<file path="src/rtl/game_compositor.sv">
`default_nettype none
// ============================================================================
//  Module   : game_compositor
//  Purpose  : Sprite-layer compositor with a small run/dead game controller.
//             Each pixel, the layer flags are folded into a two-stage colour
//             pipeline (white > grey > screen background > black). Overlaps
//             between the player layer (0) and the masked enemy layers are
//             collected over a frame. A frame that ends with any overlap
//             kills the player at the next frame_start.
//  Ports    : clk, rst_n          - clock, async active-low reset
//             pix_en              - pixel strobe (pipeline enable)
//             x, y                - scan position
//             frame_start         - first-pixel-of-frame pulse
//             layer_grey/white    - per-layer dark/light pixel flags
//             jump/restart/night  - game-control levels
//             vgaRed/Green/Blue   - registered colour (3/3/2 bits)
//             state               - {run, dead}
//             collided, hit_layer - death indication and culprit layers
//             frames_alive        - frames survived in current/last run
//  Revision : 1.0 - initial release
// ============================================================================
module game_compositor #(
    parameter int                    NUM_LAYERS   = 4,
    parameter logic [NUM_LAYERS-1:0] COLL_MASK    = {NUM_LAYERS{1'b1}},
    parameter int                    GRACE_FRAMES = 8,
    parameter int                    SCREEN_W     = 640,
    parameter int                    SCREEN_H     = 480
) (
    input  logic                  clk,
    input  logic                  rst_n,
    input  logic                  pix_en,
    input  logic [9:0]            x,
    input  logic [8:0]            y,
    input  logic                  frame_start,
    input  logic [NUM_LAYERS-1:0] layer_grey,
    input  logic [NUM_LAYERS-1:0] layer_white,
    input  logic                  jump,
    input  logic                  restart,
    input  logic                  night,
    output logic [2:0]            vgaRed,
    output logic [2:0]            vgaGreen,
    output logic [1:0]            vgaBlue,
    output logic [1:0]            state,
    output logic                  collided,
    output logic [NUM_LAYERS-1:0] hit_layer,
    output logic [15:0]           frames_alive
);

    // ------------------------------------------------------------------
    // Constants
    // ------------------------------------------------------------------
    localparam logic [1:0] S_IDLE = 2'b00;
    localparam logic [1:0] S_RUN  = 2'b10;
    localparam logic [1:0] S_DEAD = 2'b01;

    localparam int         GW           = (GRACE_FRAMES > 1) ? $clog2(GRACE_FRAMES + 1) : 1;
    localparam logic [GW-1:0] C_GRACE_INIT = GW'(GRACE_FRAMES);

    localparam logic [9:0] C_SCREEN_W = 10'(SCREEN_W);
    localparam logic [8:0] C_SCREEN_H = 9'(SCREEN_H);

    localparam logic [7:0] C_LIGHT = 8'hFF;
    localparam logic [7:0] C_DARK  = 8'h00;
    localparam logic [7:0] C_BLACK = 8'h00;

    // ------------------------------------------------------------------
    // Registers
    // ------------------------------------------------------------------
    logic [1:0]            state_q, state_d;
    logic                  collided_q;
    logic [NUM_LAYERS-1:0] hit_q, hit_d;
    logic [NUM_LAYERS-1:0] acc_q, acc_d;
    logic [GW-1:0]         grace_q, grace_d;
    logic [15:0]           frames_q, frames_d;
    logic                  jump_prev_q;
    logic                  night_q;
    logic                  any_white_q;
    logic                  any_grey_q;
    logic                  in_screen_q;
    logic [7:0]            rgb_q, rgb_d;

    // ------------------------------------------------------------------
    // Combinational helpers
    // ------------------------------------------------------------------
    logic                  jump_rise;
    logic                  state_change;
    logic                  enter_run;
    logic                  run_to_dead;
    logic                  in_screen;
    logic [NUM_LAYERS-1:0] hit_vec;
    logic [7:0]            light_col;
    logic [7:0]            dark_col;

    // jump_prev_q resets to 1 so a jump held through reset is not an edge.
    assign jump_rise    = jump & ~jump_prev_q;

    assign in_screen    = (x != 10'd0) && (x <= C_SCREEN_W) &&
                          (y != 9'd0)  && (y <= C_SCREEN_H);

    // Player overlap: every masked enemy layer that is dark on the same
    // pixel as the player. Bit 0 (the player itself) never reports.
    always_comb begin
        hit_vec = '0;
        if (pix_en && (state_q == S_RUN) && (grace_q == '0)) begin
            hit_vec = {layer_grey[NUM_LAYERS-1:1] &
                       COLL_MASK[NUM_LAYERS-1:1] &
                       {(NUM_LAYERS-1){layer_grey[0]}}, 1'b0};
        end
    end

    // ------------------------------------------------------------------
    // Game state machine
    // ------------------------------------------------------------------
    always_comb begin
        state_d = state_q;
        case (state_q)
            S_IDLE: if (!restart && jump_rise)                 state_d = S_RUN;
            S_RUN: begin
                if (restart)                                   state_d = S_IDLE;
                else if (frame_start && (acc_q != '0))         state_d = S_DEAD;
            end
            S_DEAD: if (restart)                               state_d = S_IDLE;
            default:                                           state_d = S_IDLE;
        endcase
    end

    assign state_change = (state_d != state_q);
    assign enter_run    = (state_q != S_RUN) && (state_d == S_RUN);
    assign run_to_dead  = (state_q == S_RUN) && (state_d == S_DEAD);

    // Accumulator: frame_start starts a fresh frame but the pixel on that
    // same clock already belongs to the new frame, hence the OR after clear.
    always_comb begin
        if (state_change) begin
            acc_d = '0;
        end else begin
            acc_d = (frame_start ? '0 : acc_q) | hit_vec;
        end
    end

    always_comb begin
        hit_d = hit_q;
        if (run_to_dead) begin
            hit_d = acc_q;
        end else if (state_d == S_IDLE) begin
            hit_d = '0;
        end
    end

    always_comb begin
        grace_d = grace_q;
        if (enter_run) begin
            grace_d = C_GRACE_INIT;
        end else if ((state_q == S_RUN) && frame_start && (grace_q != '0)) begin
            grace_d = grace_q - 1'b1;
        end
    end

    always_comb begin
        frames_d = frames_q;
        if ((state_q == S_IDLE) && (state_d == S_RUN)) begin
            frames_d = '0;
        end else if ((state_q == S_RUN) && frame_start && (frames_q != 16'hFFFF)) begin
            frames_d = frames_q + 16'd1;
        end
    end

    always_ff @(posedge clk or negedge rst_n) begin
        if (!rst_n) begin
            state_q     <= S_IDLE;
            collided_q  <= 1'b0;
            hit_q       <= '0;
            acc_q       <= '0;
            grace_q     <= '0;
            frames_q    <= '0;
            jump_prev_q <= 1'b1;
        end else begin
            state_q     <= state_d;
            collided_q  <= (state_d == S_DEAD);
            hit_q       <= hit_d;
            acc_q       <= acc_d;
            grace_q     <= grace_d;
            frames_q    <= frames_d;
            jump_prev_q <= jump;
        end
    end

    // ------------------------------------------------------------------
    // Colour pipeline
    // ------------------------------------------------------------------
    // Night swaps light/dark; the off-screen black is outside the swap.
    assign light_col = night_q ? C_DARK  : C_LIGHT;
    assign dark_col  = night_q ? C_LIGHT : C_DARK;

    always_comb begin
        if (any_white_q) begin
            rgb_d = light_col;
        end else if (any_grey_q) begin
            rgb_d = dark_col;
        end else if (in_screen_q) begin
            rgb_d = light_col;
        end else begin
            rgb_d = C_BLACK;
        end
    end

    always_ff @(posedge clk or negedge rst_n) begin
        if (!rst_n) begin
            night_q     <= 1'b0;
            any_white_q <= 1'b0;
            any_grey_q  <= 1'b0;
            in_screen_q <= 1'b0;
            rgb_q       <= '0;
        end else begin
            // Palette is latched only at frame boundaries.
            if (frame_start) begin
                night_q <= night;
            end
            if (pix_en) begin
                any_white_q <= |layer_white;
                any_grey_q  <= |layer_grey;
                in_screen_q <= in_screen;
                rgb_q       <= rgb_d;
            end
        end
    end

    // ------------------------------------------------------------------
    // Outputs
    // ------------------------------------------------------------------
    assign vgaRed       = rgb_q[7:5];
    assign vgaGreen     = rgb_q[4:2];
    assign vgaBlue      = rgb_q[1:0];
    assign state        = state_q;
    assign collided     = collided_q;
    assign hit_layer    = hit_q;
    assign frames_alive = frames_q;

endmodule
`default_nettype wire

</file>
<file path="config.mk">
export PLATFORM = sky130hd
export DESIGN_NAME = game_compositor
export DESIGN_NICKNAME = d
export VERILOG_FILES = /design/src/rtl/game_compositor.sv
export SDC_FILE = /design/constraint.sdc
export NUM_CORES = 1
export LEC_CHECK = 0
export CAP_MARGIN = 20
export CORE_ASPECT_RATIO = 1.4
export CORE_MARGIN = 2
export CORE_UTILIZATION = 41
export DETAILED_ROUTE_END_ITERATION = 8
export PLACE_DENSITY = 0.85
export SETUP_SLACK_MARGIN = 0.05
export SYNTH_ARGS = -nofsm -noshare
export SYNTH_HDL_FRONTEND = slang
export SYNTH_SLANG_ARGS = --single-unit
</file>
<file path="constraint.sdc">
create_clock -name clk -period 1.7 [get_ports clk]
set_clock_uncertainty 0.05 [all_clocks]
set_input_delay 0.34 -clock clk [delete_from_list [all_inputs] [get_ports clk]]
set_output_delay 0.34 -clock clk [all_outputs]
set_load 0.02 [all_outputs]
</file>
==> impl_metrics.env <==
export IMPL_die_y_um=85.6
export IMPL_core_area_um2=4540
export IMPL_grt_start_max_net_pins=37
export IMPL_drive_gt1_frac=0.308
export IMPL_initial_core_util=0.430
export IMPL_vias_per_cell=5.55
export IMPL_critPathRequiredTime_ns=1.88
export IMPL_synth_area_um2=1950
export IMPL_clk_pin_slew_ns=0.07
export IMPL_cts_tree="built"
export IMPL_setup_viol=6
export IMPL_cp_max_fo=7
export IMPL_port_buffers=64
export IMPL_hp_class="input port to asynchronous set/reset pin"
export IMPL_final_common_cell="buf_4"
export IMPL_grt_pass1_vias=2015
export IMPL_fp_dieW_um=62.3
export IMPL_worst_slew_pin_slew_ns=0.476
export IMPL_dr_pass1_iters=4
export IMPL_hold_viol=0
export IMPL_track_usage=0.211
export IMPL_grt_pass1_wl_mm=9.11
export IMPL_outcome="finished, violations left"
export IMPL_final_cell_mix="36 x buf_4, 33 x clkdlybuf4s50_1, 27 x dlygate4sd2_1"
export IMPL_areaGrowthSynthToFinish_pct=60.6
export IMPL_vias=2021
export IMPL_grt_overflow=0
export IMPL_violations="setup timing"
export IMPL_syn_nets=237
export IMPL_path_class="flip-flop to flip-flop"
export IMPL_boundaryPins=65
export IMPL_hold_buffers=0
export IMPL_dr_first_iter_drc_count=103
export IMPL_power_per_cell_area_nw_per_um2=713
export IMPL_die_area_um2=5330
export IMPL_rsz0062_at_grt="true"
export IMPL_antenna_left=0
export IMPL_ys_ff_latch=36
export IMPL_cts_sinks=36
export IMPL_dp_cells=351
export IMPL_totalWireLength_mm=5.47
export IMPL_cts_buffers=5
export IMPL_startpoint_type="flip-flop"
export IMPL_startpoint="state[0]"
export IMPL_antenna_found_initial=0
export IMPL_dp_hpwl_mm=3.94
export IMPL_synthFlopType="dfrtp_1"
export IMPL_ys_warn_count=0
export IMPL_cp_arrival_ns=1.99
export IMPL_maxCapViolCount=0
export IMPL_synthArstFlopShare=1.00
export IMPL_drc=0
export IMPL_post_drt_wl_per_cell_um=15.0
export IMPL_cts_max_level=2
export IMPL_peakVddDrop_uv=534
export IMPL_diodes=0
export IMPL_cts_max_path_buffers=2
export IMPL_fp_row_count=29
export IMPL_final_cells=364
export IMPL_synth_avg_cell_area_um2=9.74
export IMPL_cp_end_kind="flip-flop"
export IMPL_fmax_mhz=551
export IMPL_min_period_ns=1.81
export IMPL_synth_cells=200
export IMPL_synth_yosys_seq_area_share=0.463
export IMPL_r2r_cells=4
export IMPL_yosysUniqueCellTypes=46
export IMPL_nNetsFinal=338
export IMPL_slew_headroom=0.680
export IMPL_r2r_start="state[0]"
export IMPL_fin_ws_ns=-0.115
export IMPL_synth_edff_count=0
export IMPL_whs_ns=0.368
export IMPL_period_share=1.07
export IMPL_leakage_nw=1.43
export IMPL_clock_latency_ns=0.29
export IMPL_cts_root_buffer="clkbuf_8"
export IMPL_slew_violations=0
export IMPL_fillCellCount=363
export IMPL_globalplace_congestion=0.952
[per-stage QoR]
stage	power (mW)	instance area (µm²)	worst slack [ns]	utilization	setup TNS, ns
after detailed placement	1.59	2940	-0.425	0.648	-5.30
after CTS	2.18	3020	-0.133	0.666	-0.421
final	2.23	3130	-0.115	0.690	-0.333
after global routing	2.36	3130	-0.176	0.690	-1.00
after global placement	1.55	2940	-0.409	0.648	-4.85
after floorplan	1.32	2010	-0.194	-	-0.749
[cell families (layout without fill, tap and decap cells)]
family	after synthesis	in the layout	share of synthesized area
simple gates	81	81	0.240
buf+inv	17	119	0.0475
fa+ha+maj	3	3	0.0193
mux	6	6	0.0315
xor+xnor	3	3	0.0135
compound gates	54	54	0.185
flops	36	36	0.463
[worst paths after layout]
kind                                         end  slack, ns
worst max-delay path            frames_alive[15]      -0.11
worst min-delay path             frames_alive[9]       0.37
worst max register to register  frames_alive[15]      -0.11
worst min register to register      hit_layer[0]       0.43
max in group asynchronous            jump_prev_q       0.97
min in group clk                    hit_layer[0]       0.43
[worst max-delay path, stage by stage (launching register included)]
cell and delay [ns]:
dfrtp_2 0.40, nand3b_4 0.17, or4_4 0.59, or4_4 0.43, a21oi_2 0.12
[routing by layer]
metal | track usage | up-vias | share of wire
li1 | - | 956 | -
met1 | 0.236 | 972 | 0.38
met2 | 0.397 | 83 | 0.55
met3 | 0.0420 | 10 | 0.050
met4 | 0.0768 | 0 | 0.018
met5 | 0 | - | 0
[final cells by class]
cell class                      instances  area, µm²  share of cell area
Inverter                                7       26.3             0.00840
Multi-Input combinational cell        147       1070               0.343
Clock buffer                            8       90.1              0.0288
Tap cell                               62       77.6              0.0248
Timing Repair Buffer                  104        942               0.301
Sequential cell                        36        920               0.294
[flip-flops by register name, summed over array words and instances, names as in the netlist]
signal	flops
night_q	1
hit_layer	4
state	2
in_screen_q	1
acc_q	3
frames_alive	16
grace_q	4
jump_prev_q	1
any_white_q	1
rgb_q	1
any_grey_q	1
collided	1
[power by group]
| part | leakage, nW | switching (mW) | internal [mW] |
|---|---|---|---|
| sequential | 0.451 | 0.0827 | 0.937 |
| clock | 0.0455 | 0.292 | 0.330 |
| combinational | 0.938 | 0.281 | 0.308 |
[Yosys cell counts, types with 2 or more instances]
cell type  count  area, µm²
a21boi_0       2       15.0
nand4_1        3       18.8
inv_1          7       26.3
ha_1           3       37.5
nand2b_1       2       12.5
and4_1         2       17.5
nor2_1        12       45.0
o21ai_0        9       45.0
o211ai_1       2       15.0
a21oi_1       16       80.1
or3_1          4       25.0
nor3b_1        2       15.0
buf_4          7       52.6
o21a_1         4       30.0
o41ai_1        3       26.3
nand2_1       15       56.3
nor4_1         7       43.8
mux2i_1        5       50.1
o31ai_1        3       22.5
a31oi_1        2       12.5
nor3_1         7       35.0
a22o_1         3       26.3
buf_2          2       10.0
and2_1         2       12.5
dfrtp_1       35        876
xor2_1         2       17.5
a211oi_1       3       22.5
or4_1          6       45.0
nand3_1        9       45.0
nor2b_1        5       31.3
[what timing repair did]
item | in CTS | in global routing
gates resized for setup | 36 | 25
setup buffers | 1 | 5
setup endpoints to repair | 41 | 24
pin swaps | 6 | 9
Power figures use the tool's default switching activity.
